==> src/rtl/vga_timing_gen.sv <==
// vga_timing_gen
// Parametrised VGA/SVGA raster timing generator. A clock divider produces a
// pixel tick; on each tick the x/y raster position advances and the sync,
// active-video and strobe outputs are registered from the *next* position so
// that every output describes the same pixel as x/y.
//
// Optional build macro: VGA_LINE_MATCH_EN adds line_cmp / line_match.
//
// Ports
//   clk          system clock
//   rst_n        asynchronous active-low reset
//   en           run enable; 0 freezes divider, position and level outputs
//   pix_tick     high in the clk cycle before each position update
//   x, y         current pixel column / line
//   hsync/vsync  sync outputs at parameter polarity
//   activevideo  1 inside the visible area
//   line_start   one-clk pulse after x is loaded with 0
//   frame_start  one-clk pulse after (x,y) is loaded with (0,0)
//   line_cmp     compare line                     (VGA_LINE_MATCH_EN)
//   line_match   one-clk pulse on line_cmp start  (VGA_LINE_MATCH_EN)
module vga_timing_gen #(
    parameter int XBITS       = 10,
    parameter int YBITS       = 10,
    parameter int H_VISIBLE   = 640,
    parameter int H_FP        = 16,
    parameter int H_SYNC      = 96,
    parameter int H_BP        = 48,
    parameter int V_VISIBLE   = 480,
    parameter int V_FP        = 10,
    parameter int V_SYNC      = 2,
    parameter int V_BP        = 33,
    parameter int H_SYNC_HIGH = 0,
    parameter int V_SYNC_HIGH = 0,
    parameter int CLK_DIV     = 4
) (
    input  logic             clk,
    input  logic             rst_n,
    input  logic             en,
`ifdef VGA_LINE_MATCH_EN
    input  logic [YBITS-1:0] line_cmp,
    output logic             line_match,
`endif
    output logic             pix_tick,
    output logic [XBITS-1:0] x,
    output logic [YBITS-1:0] y,
    output logic             hsync,
    output logic             vsync,
    output logic             activevideo,
    output logic             line_start,
    output logic             frame_start
);

    localparam int H_TOTAL = H_VISIBLE + H_FP + H_SYNC + H_BP;
    localparam int V_TOTAL = V_VISIBLE + V_FP + V_SYNC + V_BP;
    localparam int DIV_W   = (CLK_DIV > 1) ? $clog2(CLK_DIV) : 1;

    localparam logic [DIV_W-1:0] DIV_LAST = DIV_W'(CLK_DIV - 1);
    localparam logic [XBITS-1:0] H_LAST   = XBITS'(H_TOTAL - 1);
    localparam logic [YBITS-1:0] V_LAST   = YBITS'(V_TOTAL - 1);
    localparam logic [XBITS-1:0] H_VIS    = XBITS'(H_VISIBLE);
    localparam logic [YBITS-1:0] V_VIS    = YBITS'(V_VISIBLE);
    localparam logic [XBITS-1:0] HS_BEG   = XBITS'(H_VISIBLE + H_FP);
    localparam logic [XBITS-1:0] HS_END   = XBITS'(H_VISIBLE + H_FP + H_SYNC - 1);
    localparam logic [YBITS-1:0] VS_BEG   = YBITS'(V_VISIBLE + V_FP);
    localparam logic [YBITS-1:0] VS_END   = YBITS'(V_VISIBLE + V_FP + V_SYNC - 1);
    localparam logic             H_ON     = (H_SYNC_HIGH != 0);
    localparam logic             V_ON     = (V_SYNC_HIGH != 0);

    logic [DIV_W-1:0] r_div;
    logic [XBITS-1:0] r_x;
    logic [YBITS-1:0] r_y;
    logic             r_hsync;
    logic             r_vsync;
    logic             r_active;
    logic             r_line_start;
    logic             r_frame_start;

    logic             w_tick;
    logic             w_x_wrap;
    logic [XBITS-1:0] w_x_next;
    logic [YBITS-1:0] w_y_next;
    logic             w_hs_on;
    logic             w_vs_on;
    logic             w_active_next;

    // With CLK_DIV=1 DIV_LAST is 0 and r_div never leaves 0, so the tick is en.
    assign w_tick = en && (r_div == DIV_LAST);

    always_ff @(posedge clk or negedge rst_n) begin
        if (!rst_n) begin
            r_div <= '0;
        end else if (en) begin
            r_div <= (r_div == DIV_LAST) ? '0 : r_div + DIV_W'(1);
        end
    end

    assign w_x_wrap = (r_x == H_LAST);
    assign w_x_next = w_x_wrap ? '0 : r_x + XBITS'(1);
    assign w_y_next = !w_x_wrap ? r_y :
                      ((r_y == V_LAST) ? '0 : r_y + YBITS'(1));

    // Level outputs are decoded from the position being loaded, not the
    // current one, so they change on the same edge as x/y.
    assign w_hs_on       = (w_x_next >= HS_BEG) && (w_x_next <= HS_END);
    assign w_vs_on       = (w_y_next >= VS_BEG) && (w_y_next <= VS_END);
    assign w_active_next = (w_x_next < H_VIS) && (w_y_next < V_VIS);

    always_ff @(posedge clk or negedge rst_n) begin
        if (!rst_n) begin
            r_x      <= '0;
            r_y      <= '0;
            r_hsync  <= ~H_ON;
            r_vsync  <= ~V_ON;
            r_active <= 1'b0;
        end else if (w_tick) begin
            r_x      <= w_x_next;
            r_y      <= w_y_next;
            r_hsync  <= w_hs_on ? H_ON : ~H_ON;
            r_vsync  <= w_vs_on ? V_ON : ~V_ON;
            r_active <= w_active_next;
        end
    end

    // Strobes are recomputed every clk so they last exactly one cycle.
    always_ff @(posedge clk or negedge rst_n) begin
        if (!rst_n) begin
            r_line_start  <= 1'b0;
            r_frame_start <= 1'b0;
        end else begin
            r_line_start  <= w_tick && w_x_wrap;
            r_frame_start <= w_tick && w_x_wrap && (r_y == V_LAST);
        end
    end

`ifdef VGA_LINE_MATCH_EN
    logic r_line_match;

    // y_next never exceeds V_TOTAL-1, so out-of-range compare values never hit.
    always_ff @(posedge clk or negedge rst_n) begin
        if (!rst_n) begin
            r_line_match <= 1'b0;
        end else begin
            r_line_match <= w_tick && w_x_wrap && (w_y_next == line_cmp);
        end
    end

    assign line_match = r_line_match;
`endif

    assign pix_tick    = w_tick;
    assign x           = r_x;
    assign y           = r_y;
    assign hsync       = r_hsync;
    assign vsync       = r_vsync;
    assign activevideo = r_active;
    assign line_start  = r_line_start;
    assign frame_start = r_frame_start;

endmodule

==> config.mk <==
export PLATFORM = sky130hd
export DESIGN_NAME = vga_timing_gen
export DESIGN_NICKNAME = d
export VERILOG_FILES = /design/src/rtl/vga_timing_gen.sv
export SDC_FILE = /design/constraint.sdc
export NUM_CORES = 1
export LEC_CHECK = 0
export BUFFER_PORTS_ARGS = -buffer_cell sky130_fd_sc_hd__buf_2
export CAP_MARGIN = 10
export CORE_UTILIZATION = 54
export DETAILED_ROUTE_END_ITERATION = 7
export GPL_TIMING_DRIVEN = 0
export PLACE_DENSITY = 0.84
export SLEW_MARGIN = 20
export SYNTH_ARGS = -nofsm -noshare
export SYNTH_HDL_FRONTEND = slang
export SYNTH_SLANG_ARGS = --single-unit
==> constraint.sdc <==
create_clock -name clk -period 2.5 [get_ports clk]
set_input_delay 0 -clock clk [delete_from_list [all_inputs] [get_ports clk]]
set_output_delay 0 -clock clk [all_outputs]
set_load 0.1 [all_outputs]
## Word level (Yosys, flattened, before mapping)

Cells that the tools add are included.

| storage, ports and cells | value |
|---|---|
| logic and storage cells | 32 |
| bits in registers | 27 |
| input port bits | 3 |
| output and inout port bits | 26 |

| operators by class | value |
|---|---|
| equal/unequal tests | 3 |
| reductions and logical operators | 6 |
| $add $sub $neg | 3 |
| $lt $le $gt $ge | 6 |
| mux-type cells | 6 |

Operators with widths:

| operator | count |
|---|---|
| 10-bit 2-to-1 mux | 3 |
| 10-bit by 1-bit adder with 10-bit output (second input constant) | 2 |
| 10-bit == test (second input constant) | 2 |
| 10-bit greater-or-equal comparator (second input constant) | 1 |
| 10-bit by 9-bit greater-or-equal comparator with 1-bit output (second input constant) | 1 |
| 10-bit less-or-equal comparator (second input constant) | 1 |
| 10-bit by 9-bit less-or-equal comparator with 1-bit output (second input constant) | 1 |
| 10-bit < comparator (second input constant) | 1 |
| 10-bit by 9-bit < comparator with 1-bit output (second input constant) | 1 |
| 1-bit logical AND | 6 |
| 2-bit by 1-bit adder with 2-bit output (second input constant) | 1 |
| 2-bit == test (second input constant) | 1 |
| 1-bit 2-to-1 mux | 2 |
| 2-bit 2-to-1 mux | 1 |

## Longest topological paths before layout

| logic depth | value |
|---|---|
| depth in word-level cells | 6 |
| mapped depth | 8 |
| depth with buffers taken out | 8 |

## Worst setup path after synthesis

Ideal clock, no wire load.

| timing | value |
|---|---|
| path kind | flip-flop to flip-flop |
| start | register r_x[1], in the netlist x[1] |
| end | register r_vsync, in the netlist vsync |
| required time | 2.417 ns |
| cell stages (with the launch flop) | 9 |
| library setup time | 0.083 ns |
| slack | -0.464 ns |
| period minus slack after synthesis | 2.964 ns |
| data arrival time | 2.881 ns |
| buffers on the path | 1 |
| cells stage by stage | dfrtp_1 ha_1 and4_4 and4_1 buf_6 nand4_1 mux2i_1 or3b_1 o32a_1 |

| on the way | value |
|---|---|
| cells in the longest elaborated chain, start to end | 5 |
| elaborated cells on any way between the ends | 6 |
| those cells by class | order compare: 2; eq/ne: 1; mux: 2; reduce/logical: 1 |

RTL lines:

| item | line | source |
|---|---|---|
| start, declared | 70 | `logic [XBITS-1:0] r_x;` |
| start signal, assigned | 116 | `r_x <= w_x_next;` |
| 10-bit == test * | 97 | `assign w_x_wrap = (r_x == H_LAST);` |
| 10-bit 2-to-1 mux * | 99 | `assign w_y_next = !w_x_wrap ? r_y :` |
| 10-bit by 9-bit greater-or-equal comparator with 1-bit output / 10-bit by 9-bit less-or-equal comparator with 1-bit output (equally long branches) | 105 | `assign w_vs_on = (w_y_next >= VS_BEG) && (w_y_next <= VS_END);` |
| 1-bit logical AND * | 105 |  |
| 1-bit 2-to-1 mux * | 119 | `r_vsync <= w_vs_on ? V_ON : ~V_ON;` |
| end signal, assigned | 113 | `r_vsync <= ~V_ON;` |
| end signal, assigned | 119 |  |
| end, declared | 73 | `logic r_vsync;` |

Every way passes the cells marked *; elsewhere a longest branch is shown, timed or not.
A chain may end at the register's enable or synchronous reset.

## Worst setup path in the final report

| timing | value |
|---|---|
| start | register r_x[0], in the netlist x[0] |
| end | register r_vsync, in the netlist vsync |

Same word-level chain as after synthesis.

==> impl_metrics.tcl <==
set metrics [dict create \
    antenna_found_initial 0 \
    dp_hpwl_um 2610 \
    r2r_start "x[0]" \
    start_kind "flip-flop" \
    final.setup_skew_ns 0.00473 \
    synthesis.area_mm2 0.00173 \
    grt_pass1_wl_um 5950 \
    cp_max_fo 9 \
    cts_buffer_depth 2 \
    finalNetCount 233 \
    finalMaxSlewViolations 0 \
    yosysSeqAreaShare_pct 39.2 \
    yosys_most_used_dff "dfrtp_1" \
    drc 0 \
    fin_setup_tns_ns 0 \
    place.gp.congestion 0.845 \
    die_h_um 58.6 \
    worstPathRequired_ns 2.77 \
    synth_edf_count 0 \
    yosysMostFrequentCell "nand2_1" \
    synthAdderAreaFrac_pct 3.62 \
    fin_crit_ns 2.32 \
    syn_area_per_cell_um2 9.11 \
    seq_area_um2 701 \
    ys_async_sr_fraction_pct 100 \
    synthesis.nets 198 \
    p_leak_nw 0.898 \
    synth_cells 190 \
    cts.root.buffer_cell "clkbuf_4" \
    swShare_pct 50.4 \
    worst_pin_slew_ns 0.584 \
    synthTopCellsByArea "dfrtp_1 36%, nand2_1 5.6%, o21ai_0 4.3%" \
    muxShareOfSynthArea_pct 2.46 \
    groute.usage.overall_pct 22.9 \
    slowest_delay_ns 0.55 \
    power_frac_seq_pct 43.1 \
    power_density_mw_per_mm2 700 \
    period_share_pct 92.6 \
    fp.dieW_um 58.6 \
    drv_cap 0 \
    path_cells "ha_4, and4_4, and4_1, buf_6, nand4_1, mux2i_1, or3b_1, o32a_1" \
    core-area_mm2 0.00305 \
    crit_arrival_ns 2.58 \
    critPathCaptureType "flip-flop" \
    synth_cell_types 54 \
    io_buffers 28 \
    power.share.clock_pct 13.2 \
    internal_power_mw 0.697 \
    start_util_pct 56.7 \
    synth_xor_area_share_pct 4.56 \
    syn2layout_area_growth_pct 16.0 \
    path_buf_inv 1 \
    p_comb_share_pct 43.7 \
    first_global_vias 1302 \
    dp_slack_ns 0.203 \
    timing.fmax_mhz 432 \
    synth_compound_gate_area_share_pct 17.3 \
    cts_setup_buffers 0 \
    fillers 270 \
    ir_drop_v 0.000582 \
    insertion_delay_ns 0.32 \
    vias 1531 \
    dieArea_mm2 0.00343 \
    cp_top_family "simple AND/OR/NAND/NOR gates" \
    yosys-top-cells-count "26 x nand2_1, 25 x dfrtp_1, 18 x nor2_1" \
    startpoint "x[0]" \
    htree_levels 1 \
    routed_wl_um 3590 \
    cts_buffers 3 \
    r2r_slack_ns 0.18 \
    ys_ff_latch 27 \
    maxSlewHeadroom_pct 61.0 \
    layout-drive-gt1-share_pct 29.9 \
    switchingPower_mw 0.708 \
    synth_top_family_by_area "simple AND/OR/NAND/NOR gates" \
    setup_viol 0 \
    crit_type "reg -> reg" \
    multi_input_area_um2 962 \
    yosysWarnings 0 \
    clk_pin_slew_ns 0.14 \
    min_path_type "in -> async" \
    avgViaCountPerCell 5.71 \
    drt_iter0_drc 55 \
    drtPass1Iterations 4 \
    rsz0062_at_grt "no" \
    placementRows 20 \
    wire_per_inst_um 13.4 \
    synth_top_area_share_pct 36.2 \
    grt_max_degree 28 \
    hold_viol 0 \
    cts_sinks 27 \
    crit_slowest_cell "dfrtp_4" \
    synth-simple-area-share_pct 27.0 \
    ios 29 \
    worst_slack_ns 0.185 \
    antennaDiodeCount 0 \
    grt-ovfl-total 0 \
    cts_tree "yes" \
    yosysTopAreaCell "dfrtp_1" \
    drtAntennaViolNets 0 \
    outcome "completed" \
    whs_ns 0.199 \
]
[flip-flops by register name, indices dropped and copies added, names as in the netlist]
| name | flops |
|---|---|
| activevideo | 1 |
| y | 10 |
| frame_start | 1 |
| x | 10 |
| line_start | 1 |
| vsync | 1 |
| hsync | 1 |
| r_div | 2 |
[logic make-up (layout without fill, tap and decap cells)]
kind of cell,after synthesis,in the layout
AND/OR/NAND/NOR,84,84
AO/OA/AOI/OAI,44,44
flip-flops,27,27
buffers and inverters,17,51
XOR/XNOR,9,9
adder cells (fa/ha/maj),5,5
multiplexers,4,4
[metrics by stage]
stage | util, % | instance area [um2] | total power, mW | cells
final | 65.7 | 2010 | 1.40 | 268
after global routing | 65.7 | 2010 | 1.47 | 268
after CTS | 65.7 | 2010 | 1.42 | 268
after detailed placement | 64.2 | 1960 | 1.23 | 262
after global placement | 64.2 | 1960 | 1.21 | 262
after floorplan | - | 1770 | 1.11 | 190
[cell type report]
type | count | share of cell area, %
inverter | 7 | 1.31
sequential | 27 | 34.9
multi-input combinational | 146 | 47.9
timing repair buffer | 30 | 7.98
tap | 44 | 2.74
buffer | 10 | 3.80
clock buffer | 4 | 1.31
[metal layers]
metal,track usage [%],wire length (um),up-vias
met1,31.6,1670,722
met2,36.5,1630,49
met3,4.18,252,4
met4,7.48,39,0
li1,-,-,756
met5,0,0,-
[cell usage in the layout (no fill, tap or decap), types with 3 or more instances in the layout]
cell type  count
xor2_1         3
o21bai_1       3
nand4_1        5
dfrtp_2       12
nand2_1       26
nand3_1        7
nor4_1         3
nor3_1         5
buf_2         29
inv_1          7
buf_4          4
xnor2_1        6
nor2_1        18
clkbuf_4       3
buf_6          3
o21ai_0       15
a21oi_1        6
ha_1           4
clkbuf_1       3
dfrtp_1       11
[timing repair]
item / in CTS / in global routing
gates resized for setup: 0 / 0
hold buffers: 2 / 0
hold endpoints to repair: 27 / 0
[worst register-to-register path, cell delays in order, from the launching register on]
cell and delay, ns:
dfrtp_4 0.55, ha_4 0.20, and4_4 0.20, and4_1 0.20, buf_6 0.13, nand4_1 0.10, mux2i_1 0.23, or3b_1 0.36
o32a_1 0.29
[power groups by stage]
stage	Sequential (mW)	Clock (mW)	Combinational [mW]
finish	0.606	0.185	0.614
global placement	0.610	0	0.603
global route	0.620	0.205	0.650
CTS	0.606	0.194	0.619
detailed placement	0.616	0	0.616
floorplan	0.933	0	0.181
[final timing paths]
| kind | endpoint | cells past startpoint |
|---|---|---|
| setup / recovery | vsync | 8 |
| min in group clk | r_div[0] | 3 |
| hold / removal | y[6] | 2 |
| max in group asynchronous | x[0] | 2 |
| setup reg to reg | vsync | 8 |
| hold reg to reg | hsync | 2 |
(Power assumes the default switching activity.)
